**src/rtl/systolic_pkg.sv**
```systemverilog
// Shared definitions for the 2x2 systolic array and its operand feeder.
// Holds array geometry, feeder state encoding and matrix index helpers.
package systolic_pkg;

  localparam int N            = 2;
  localparam int DW_DEF       = 16;
  localparam int STREAM_BEATS = 2 * N - 1;

  typedef enum logic [1:0] {
    IDLE   = 2'd0,
    STREAM = 2'd1,
    DRAIN  = 2'd2,
    DONE   = 2'd3
  } fstate_t;

  // element index = row*2+col
  function automatic logic [1:0] midx(
    input logic r,
    input logic c
  );
    return {r, c};
  endfunction

endpackage

```
**src/rtl/systolic2x2_feeder.sv**
```systemverilog
// Stages 2x2 A/B operands and emits the skewed edge streams for systolic2x2.
// Define SYSTOLIC2X2_FEEDER_JOBCNT_EN to enable the saturating job counter.
module systolic2x2_feeder
  import systolic_pkg::*;
#(
  parameter int DW           = DW_DEF,
  parameter int DRAIN_CYCLES = 3
) (
  input  logic          clk,
  input  logic          rst,
  input  logic          wr_en,
  input  logic          wr_sel,
  input  logic [1:0]    wr_addr,
  input  logic [DW-1:0] wr_data,
  input  logic          start,
  output logic [DW-1:0] a_row0,
  output logic [DW-1:0] a_row1,
  output logic [DW-1:0] b_col0,
  output logic [DW-1:0] b_col1,
  output logic          feed_valid,
  output logic          clear_acc,
  output logic          busy,
  output logic          done,
  output logic [15:0]   job_count
);

  if (DRAIN_CYCLES < 1 || DRAIN_CYCLES > 15) begin : g_bad_drain
    $error("DRAIN_CYCLES must be in 1..15");
  end

  localparam logic [1:0] LAST_BEAT = 2'(STREAM_BEATS - 1);
  localparam logic [3:0] LAST_DRN  = 4'(DRAIN_CYCLES - 1);

  logic [DW-1:0] ma [4];
  logic [DW-1:0] mb [4];

  fstate_t    st, st_n;
  logic [1:0] step, step_n;
  logic [3:0] dcnt, dcnt_n;

  always_ff @(posedge clk) begin
    if (rst) begin
      st   <= IDLE;
      step <= '0;
      dcnt <= '0;
      for (int i = 0; i < 4; i++) begin
        ma[i] <= '0;
        mb[i] <= '0;
      end
    end else begin
      st   <= st_n;
      step <= step_n;
      dcnt <= dcnt_n;
      if (wr_en && st == IDLE) begin
        if (wr_sel) mb[wr_addr] <= wr_data;
        else        ma[wr_addr] <= wr_data;
      end
    end
  end

  always_comb begin
    st_n   = st;
    step_n = step;
    dcnt_n = dcnt;
    unique case (st)
      IDLE: begin
        if (start) begin
          st_n   = STREAM;
          step_n = '0;
        end
      end
      STREAM: begin
        if (step == LAST_BEAT) begin
          st_n   = DRAIN;
          dcnt_n = '0;
        end else begin
          step_n = step + 2'd1;
        end
      end
      DRAIN: begin
        if (dcnt == LAST_DRN) st_n = DONE;
        else                  dcnt_n = dcnt + 4'd1;
      end
      DONE: begin
        st_n   = IDLE;
        step_n = '0;
      end
      default: st_n = IDLE;
    endcase
  end

  // diagonal skew: row/col r lags by r beats
  always_comb begin
    a_row0 = '0;
    a_row1 = '0;
    b_col0 = '0;
    b_col1 = '0;
    if (st == STREAM) begin
      unique case (1'b1)
        (step == 2'd0): begin
          a_row0 = ma[midx(1'b0, 1'b0)];
          b_col0 = mb[midx(1'b0, 1'b0)];
        end
        (step == 2'd1): begin
          a_row0 = ma[midx(1'b0, 1'b1)];
          a_row1 = ma[midx(1'b1, 1'b0)];
          b_col0 = mb[midx(1'b1, 1'b0)];
          b_col1 = mb[midx(1'b0, 1'b1)];
        end
        (step == 2'd2): begin
          a_row1 = ma[midx(1'b1, 1'b1)];
          b_col1 = mb[midx(1'b1, 1'b1)];
        end
        default: ;
      endcase
    end
  end

  assign feed_valid = (st == STREAM);
  assign clear_acc  = (st == STREAM) && (step == 2'd0);
  assign busy       = (st != IDLE);
  assign done       = (st == DONE);

`ifdef SYSTOLIC2X2_FEEDER_JOBCNT_EN
  logic [15:0] jc;

  always_ff @(posedge clk) begin
    if (rst)                              jc <= '0;
    else if (st == DONE && jc != 16'hFFFF) jc <= jc + 16'd1;
  end

  assign job_count = jc;
`else
  assign job_count = 16'h0000;
`endif

endmodule

```
**config.mk**
```make
export PLATFORM = sky130hd
export DESIGN_NAME = systolic2x2_feeder
export DESIGN_NICKNAME = d
export VERILOG_FILES = /design/src/rtl/systolic_pkg.sv /design/src/rtl/systolic2x2_feeder.sv
export SDC_FILE = /design/constraint.sdc
export NUM_CORES = 1
export LEC_CHECK = 0
export BUFFER_PORTS_ARGS = -buffer_cell sky130_fd_sc_hd__buf_2
export CORE_MARGIN = 1.5
export CORE_UTILIZATION = 51
export DETAILED_ROUTE_END_ITERATION = 10
export GPL_ROUTABILITY_DRIVEN = 0
export GPL_TIMING_DRIVEN = 0
export PLACE_DENSITY = 0.76
export SLEW_MARGIN = 10
export SYNTH_ARGS = -nofsm -noshare
export SYNTH_HDL_FRONTEND = slang
export SYNTH_SLANG_ARGS = --single-unit
export TNS_END_PERCENT = 20
```
**constraint.sdc**
```tcl
create_clock -name clk -period 2 [get_ports clk]
set_clock_uncertainty 0.05 [all_clocks]
set_input_delay 0.2 -clock clk [delete_from_list [all_inputs] [get_ports clk]]
set_output_delay 0.2 -clock clk [all_outputs]
set_load 0.01 [all_outputs]
```
==> qor.csv, run 1 <==
metric,value,unit
synth_seq_cells,136,
synth_area_leaders,"edfxtp_1 61%, and2_1 12%, a22o_1 4.4%",
path_class,flop to primary output,
clk_pin_slew_worst_paths,60,ps
crit_family,buffers and inverters,
rsz0062_at_grt,true,
final_cell_count_no_fill,801,
synth_edf_count,128,
drt-initial-drc-count,277,
grt_first_pass_wirelength,22300,um
port_buffers,90,
crit_required,1750,ps
path_depth,7,
crit_path_start_kind,flop,
seqPwrFrac,0.403,
intPower,6.25,mW
wl,14600,um
cts_tree,yes,
synthDominantCellAreaShare,0.608,
dieHeight,114,um
holdCritPathClass,input pin to flop,
slew_headroom,0.435,
syn_area,6320,sq um
p_comb_frac,0.214,
crit_slowest_cell,dfxtp_4,
drt_first_pass_iters,5,
ios,107,
htreeDepth,4,
worst_slew_pin_slew,847,ps
ant_nets,0,
rrSetupSlack,20,ps
grt_overflow,0,
core_region_area,12100,sq um
cp_max_fo,7,
antenna_found_initial,0,
drive_above_1_share,0.393,
nNetsFinal,653,
ys_seq_area_frac,0.633,
vias_per_cell,5.29,
violations,negative setup slack,
remaining_drc_errors,0,
reg2reg_to,ma[2][2],
max_cap_violations,0,
ys_types,42,
finalSetupViolCount,1,
ys_warn_count,0,
power_density,1050,nW/um^2
grt_max_degree,17,
final_core_util,0.677,
clock-sinks,136,
place_hpwl,9310,um
worstPathCellList,inv_4 -> ha_2 -> buf_8 -> buf_8 -> a22oi_2 -> nor2_2 -> buf_2,
avgRoutedWirePerCell,18.2,um
r2r_cells,7,
grt_pass1_vias,4257,
async_flop_share,0,
synth_ff_type,edfxtp_1,
path_common_cell,buf_8,
worstHoldStart,rst,
antenna_cells,0,
cts-buffers-inserted,17,
status,"finished, violations left",
min_path_cells,2,
syn_to_final_growth,29.2,%
vias,4238,
holdPathEnd,st[0],
max_freq,494,MHz
die_x,114,um
dp_cells,756,
die-area,13100,sq um
p_leak,3.34,nW
hold_viol_final,0,
rows,40,
root_buffer,clkbuf_16,
grt_util_all_layers,0.230,
timing.final.ws_setup,-23.1,ps
syn_area_per_cell,13.1,sq um
cts_buffer_depth,2,
finalCritPeriodShare,1.01,
fin_crit,2020,ps
ir_drop,0.000720,V
r2r-start,st[0],
p_sw_frac,0.271,
clock_power_share,0.383,
endpoint_kind,primary output,
p_switching,2.32,mW
crit_buf_inv,4,
start_util,0.524,
clk_latency,410,ps
slowest_delay,390,ps
slew_viol_final,0,
synth_top_area_cell,edfxtp_1,
worstPathArrival,1770,ps
synthCells,483,
## per-stage QoR
| step | setup TNS [ps] | power, mW | hold slack (ps) | setup WS, ps | area (sq um) |
|---|---|---|---|---|---|
| final | -23.1 | 8.57 | 91.1 | -23.1 | 8170 |
| after global routing | -2700 | 8.86 | 96.3 | -98.5 | 8170 |
| after CTS | -4.65 | 8.38 | 69.3 | -4.65 | 7970 |
| after detailed placement | -30450 | 4.88 | 432 | -349 | 7050 |
| after global placement | -48660 | 4.83 | 424 | -496 | 7040 |
| after floorplan | -2830 | 4.39 | 222 | -37.3 | 6380 |
## state kept, by name (all words and copies together) (netlist names)
name and flops:
st 2, dcnt 4, mb 64, ma 64, step 2
## what timing repair did
action / in CTS / in global routing
gates resized for setup: 82 / 29
endpoints found under the setup margin: 267 / 192
buffers inserted: 4 / 9
cloned: 2 / 1
pin swaps: 7 / 20
hold buffers: 0 / 0
## cell usage in the layout (no fill, tap or decap), types with 3 or more instances in the layout
cell,synthesis,routed
nand3_1,3,3
clkinv_2,0,4
buf_6,2,7
inv_6,0,3
buf_8,0,6
dfxtp_1,8,4
bufinv_16,0,4
nor2_1,38,34
buf_4,16,30
ha_1,10,5
o21ai_0,5,5
buf_2,2,90
conb_1,1,16
a22o_1,32,32
a21oi_1,5,5
a22oi_1,32,12
clkbuf_1,16,5
and2_2,16,16
and2_1,117,115
inv_1,8,4
or2_4,1,7
edfxtp_1,128,128
ha_4,0,4
clkbuf_16,0,18
nor2_2,0,4
nand2b_1,3,3
a22oi_2,0,20
## layer usage
metal | track usage | share of wire
met5 | 0 | 0
met4 | 0.0817 | 0.019
met3 | 0.0572 | 0.072
met2 | 0.373 | 0.49
met1 | 0.305 | 0.42
## cells by family (layout without fill, tap and decap cells)
kind of cell,count (synthesis),after routing,synth area share
buffers and inverters,52,185,0.0435
and+or+nand+nor,201,203,0.200
adders and majority gates,10,10,0.0198
AOI/OAI and AO/OA,81,81,0.0995
DFF,136,136,0.633
other,1,16,0.000593
muxes,2,2,0.00317
## power groups by stage
stage	Clock [mW]	Sequential, mW	Combinational, mW
final	3.28	3.45	1.84
after global routing	3.41	3.47	1.97
after CTS	3.29	3.44	1.65
after detailed placement	0	3.48	1.40
after global placement	0	3.47	1.36
after floorplan	0	3.46	0.930
## how the worst max path moves through the flow
| stage | startpoint | endpoint | slack, ps |
|---|---|---|---|
| floorplan | st[0] | ma[3][0] | -40 |
| global placement | st[0] | mb[2][12] | -500 |
| detailed placement | st[0] | mb[1][12] | -350 |
| CTS | step[1] | a_row0[2] | -5 |
| global route | st[0] | ma[2][7] | -100 |
| finish | step[0] | a_row1[6] | -20 |
## final cells by class
type                       count  area, sq um
clock inverter                15          199
tap                          168          210
fill                         826         3890
timing repair buffer         104          586
inverter                       8         35.0
buffer                        41          362
multi-input combinational    312         2340
sequential                   136         4010
clock buffer                  17          425
## synth_stat cells (6+ instances only)
cell      instances
edfxtp_1        128
nor2_1           38
a22o_1           32
ha_1             10
and2_1          117
buf_4            16
a22oi_1          32
buf_1             6
clkbuf_1         16
inv_1             8
and2_2           16
dfxtp_1           8
Power figures use the tool's default switching activity.
==> inputs of run 2 (changes only) <==
- ABC_AREA: default -> 1
- CELL_PAD_IN_SITES_DETAIL_PLACEMENT: default -> 0
- CELL_PAD_IN_SITES_GLOBAL_PLACEMENT: default -> 2
- CORE_UTILIZATION: 51 -> 33
- PLACE_DENSITY: 0.76 -> default
- PLACE_DENSITY_LB_ADDON: default -> 0.1
- SLEW_MARGIN: 10 -> 20
==> qor.csv, run 2 <==
metric,value,unit
ys_types,27,
slew_headroom,0.400,
die_x,140,um
ios,107,
clk_latency,420,ps
async_flop_share,0,
dieHeight,140,um
ys_warn_count,0,
cts_buffer_depth,2,
worstPathCellList,inv_4 -> ha_4 -> buf_8 -> nand2_8 -> inv_8 -> buf_8 -> a32o_2 -> buf_6,
synthDominantCellAreaShare,0.617,
post-synth-top-count-cell,edfxtp_1,
final_cell_mix,"128 x edfxtp_1, 90 x buf_2, 86 x nor2_1, 82 x nand2_1, 32 x nor3_1",
root_buffer,clkbuf_16,
rows,50,
synth_edf_count,128,
synth_seq_cells,136,
clk_pin_slew_worst_paths,60,ps
hold_viol_final,0,
grt_util_all_layers,0.188,
path_class,flop to primary output,
holdCritPathClass,input pin to flop,
drt-initial-drc-count,198,
vias,4585,
ys_top_cells_by_count,"128 x edfxtp_1, 88 x nand2_1, 86 x nor2_1",
ir_drop,0.000610,V
endpoint_kind,primary output,
final_cell_count_no_fill,944,
worstPathArrival,1740,ps
clock-sinks,136,
p_leak,3.41,nW
syn_area,6230,sq um
die-area,19700,sq um
crit_path_start_kind,flop,
max_freq,503,MHz
grt_overflow,0,
final_common_cell,edfxtp_1,
slew_viol_final,0,
avgRoutedWirePerCell,19.1,um
max_cap_violations,0,
core_region_area,18600,sq um
ant_nets,0,
synth_top_area_cell,edfxtp_1,
finalCritPeriodShare,0.995,
wl,18100,um
grt_first_pass_wirelength,27000,um
dp_cells,896,
drive_above_1_share,0.358,
top_regs,"ma: 64 flops, mb: 64 flops, dcnt: 4 flops",
crit_required,1750,ps
finalSetupViolCount,0,
crit_slowest_cell,dfxtp_2,
synth_area_leaders,"edfxtp_1 62%, nand2_1 5.3%, nor2_1 5.2%",
synth_ff_type,edfxtp_1,
cts_tree,yes,
grt_pass1_vias,4550,
rsz0062_at_grt,true,
start_util,0.335,
fin_crit,1990,ps
power_density,1160,nW/um^2
worst_slew_pin_slew,900,ps
remaining_drc_errors,0,
port_buffers,90,
nNetsFinal,729,
place_hpwl,11700,um
syn_area_per_cell,11.2,sq um
htreeDepth,4,
cp_max_fo,10,
drt_first_pass_iters,4,
path_common_cell,buf_8,
vias_per_cell,4.86,
antenna_found_initial,1,
final_core_util,0.452,
ys_seq_area_frac,0.643,
cts-buffers-inserted,17,
syn_to_final_growth,35.0,%
synthCells,555,
status,finished clean,
grt_max_degree,17,
slowest_delay,350,ps
==> run 2: cell types whose count changed after synthesis, sizes merged, moves of 30 or more <==
cell   before  now
a21oi       5   39
a22o       32    0
a22oi      32    0
a32o        0   32
and2      133    0
nand2       3   95
nor2       38  107
nor3        2   32
==> run 2: critical path: cells and delay by family (launching register included) <==
kind	cells	cell delay (ps)
DFF	1	350
buffers and inverters	5	490
adders and majority gates	1	160
AOI/OAI and AO/OA	1	240
and+or+nand+nor	1	70
==> run 2: through the flow <==
| step | instance area, sq um | setup WS (ps) | power, mW | hold WS (ps) | setup TNS, ps |
|---|---|---|---|---|---|
| 3_3_place_gp | 7050 | -1340 | 5.46 | 330 | -84720 |
| 6_report | 8400 | 11.0 | 9.77 | 91.3 | 0 |
| 2_1_floorplan | 6310 | -407 | 4.74 | 219 | -18640 |
| 5_1_grt | 8400 | -49.9 | 10.2 | 107 | -1600 |
| 4_1_cts | 8160 | -17.0 | 9.42 | 71.1 | -135 |
| 3_5_place_dp | 7090 | -607 | 5.50 | 336 | -45000 |
==> run 2: timing repair <==
item | in CTS | in global routing
endpoints found under the setup margin | 162 | 174
hold buffers | 1 | 0
buffers inserted | 6 | 1
pin swaps | 6 | 5
endpoints found under the hold margin | 1 | 0
resized for setup | 108 | 36
cloned | 2 | 5
==> run 2: cell families (layout without fill, tap and decap cells) <==
group,after synthesis,in the layout,share of synthesized area
AND/OR/NAND/NOR,247,249,0.181
flip-flops,136,136,0.643
buffers and inverters,84,221,0.0669
AO/OA/AOI/OAI,77,77,0.0884
adder cells (fa/ha/maj),10,10,0.0201
other,1,17,0.000602
==> run 2: routing by layer <==
| metal | vias to the layer above | part of all wire | GRT usage |
|---|---|---|---|
| met5 | - | 0 | 0 |
| met4 | 0 | 0.020 | 0.0765 |
| met3 | 21 | 0.039 | 0.0369 |
| met2 | 111 | 0.50 | 0.310 |
| met1 | 2238 | 0.44 | 0.242 |
| li1 | 2215 | - | - |
==> run 2: worst paths after layout <==
check	cells past startpoint	end	slack, ps	startpoint
worst max-delay path	8	a_row0[1]	10	st[1]
worst min-delay path	4	dcnt[0]	90	rst
worst max register to register	5	ma[2][12]	90	st[1]
worst min register to register	2	dcnt[1]	490	dcnt[1]
==> run 2: area by class of cell <==
class | instances | area [sq um]
inverter | 33 | 139
tap | 234 | 293
fill | 1808 | 10200
antenna | 1 | 2.50
buffer | 51 | 493
sequential | 136 | 4020
clock buffer | 17 | 425
clock inverter | 15 | 183
multi-input combinational | 352 | 2150
timing repair buffer | 105 | 698
==> run 2: report_power, final <==
part / total, mW / switching [mW] / internal, mW / leakage [nW]
combinational: 3.05 / 1.72 / 1.32 / 1.73
clock: 3.25 / 1.19 / 2.06 / 0.291
sequential: 3.47 / 0.107 / 3.37 / 1.39
total: 9.77 / 3.02 / 6.75 / 3.41
==> inputs of run 3 (changes only) <==
- PLACE_DENSITY: default -> 0.87
- PLACE_DENSITY_LB_ADDON: 0.1 -> default
==> qor.csv, run 3 (same netlist as run 2, synthesis figures left out) <==
metric,value,unit
start_util,0.335,
die_x,140,um
dp_cells,896,
cts-buffers-inserted,17,
ant_nets,0,
max_cap_violations,0,
drive_above_1_share,0.355,
timing.final.ws_setup,-31.4,ps
min_path_cells,4,
finalSetupViolCount,8,
endpoint_kind,primary output,
reg2reg_to,ma[0][14],
status,"finished, violations left",
slew_headroom,0.456,
top_regs,"ma: 64 flops, mb: 64 flops, dcnt: 4 flops",
clk_pin_slew_worst_paths,50,ps
antenna_cells,0,
violations,negative setup slack,
htreeDepth,4,
ios,107,
grt_max_degree,17,
path_class,flop to primary output,
die-area,19700,sq um
place_hpwl,11200,um
drt-initial-drc-count,359,
syn_to_final_growth,30.8,%
port_buffers,90,
final_cell_count_no_fill,936,
cts_buffer_depth,2,
wl,16400,um
whs,95.6,ps
cts_tree,yes,
max_freq,492,MHz
grt_overflow,0,
rsz0062_at_grt,true,
core_region_area,18600,sq um
crit_required,1750,ps
rrSetupSlack,120,ps
ir_drop,0.000588,V
worst_slew_pin_slew,816,ps
clock-sinks,136,
power,9.18,mW
power_density,1130,nW/um^2
fin_crit,2030,ps
holdPathEnd,dcnt[3],
avgRoutedWirePerCell,17.5,um
r2r_cells,9,
holdCritPathClass,input pin to flop,
p_leak,3.33,nW
drt_first_pass_iters,5,
cp_max_fo,6,
grt_util_all_layers,0.167,
final_cell_mix,"128 x edfxtp_1, 89 x buf_2, 86 x nor2_1, 81 x nand2_1, 32 x nor3_1",
worstHoldStart,rst,
vias,4614,
antenna_found_initial,0,
dieHeight,140,um
final_common_cell,edfxtp_1,
finalCritPeriodShare,1.02,
clk_latency,410,ps
rows,50,
vias_per_cell,4.93,
hold_viol_final,0,
root_buffer,clkbuf_16,
crit_path_start_kind,flop,
grt_pass1_vias,4348,
nNetsFinal,724,
remaining_drc_errors,0,
r2r-start,st[0],
grt_first_pass_wirelength,24300,um
worstPathArrival,1780,ps
slew_viol_final,0,
==> run 3: cell count changes in the layout (fill, tap and decap cells not counted), sizes merged <==
cell / before / now
clkinvlp: 3 / 2
clkinv: 7 / 6
buf: 141 / 135
diode: 1 / 0
nand2: 97 / 95
clkbuf: 31 / 35
inv: 34 / 33
==> run 3: worst max-delay path by stage <==
stage                     cells past startpoint     from         end  slack (ps)
after floorplan                               4    st[0]    mb[2][0]        -410
after global placement                        4    st[0]    mb[2][7]       -1070
after detailed placement                      9    st[0]    ma[1][4]        -560
after CTS                                     8    st[1]  b_col0[10]         -30
after global routing                          7  step[1]   b_col0[9]         -70
final                                         7  step[1]   b_col0[9]         -30
==> run 3: report_power, final <==
part / switching [mW] / internal [mW]
Combinational: 1.56 / 1.05
Clock: 1.07 / 2.04
Sequential: 0.0997 / 3.36
==> run 3: layer usage <==
layer / vias to the layer above / wire (um) / track usage
met1: 2229 / 6850 / 0.210
li1: 2188 / - / -
met3: 23 / 800 / 0.0253
met5: - / 0 / 0
met4: 0 / 323 / 0.0654
met2: 174 / 8420 / 0.288
==> run 3: final cells by class <==
type                    instances  area [sq um]
fillers                      1732         10400
flip-flops and latches        136          4010
plain buffers                  48           418
clock inverters                12           159
multi-input cells             350          2090
repair buffers                105           623
inverters                      33           129
clock buffers                  18           429
well taps                     234           293
==> run 3: repair_timing <==
| action | in CTS | in global routing |
|---|---|---|
| pin swaps | 0 | 12 |
| endpoints found under the hold margin | 1 | 0 |
| cloned | 1 | 1 |
| resized for setup | 89 | 33 |
| setup buffers | 2 | 8 |
| endpoints found under the setup margin | 161 | 147 |
| hold buffers | 1 | 0 |
==> run 3: critical path, stage by stage (launching register included) <==
cell       delay [ps]
dfxtp_2           340
inv_2              60
ha_4              160
buf_6             130
buf_8             140
clkbuf_16         150
a32o_1            260
buf_2             140
==> run 3: metrics by stage <==
| stage | instance area (sq um) | setup TNS, ps | setup WS, ps | utilization |
|---|---|---|---|---|
| after floorplan | 6310 | -18640 | -407 | - |
| after global placement | 7050 | -65360 | -1070 | 0.380 |
| after detailed placement | 7080 | -38120 | -557 | 0.381 |
| after CTS | 7990 | -565 | -29.8 | 0.430 |
| after global routing | 8150 | -652 | -72.8 | 0.438 |
| final | 8150 | -86.9 | -31.4 | 0.438 |
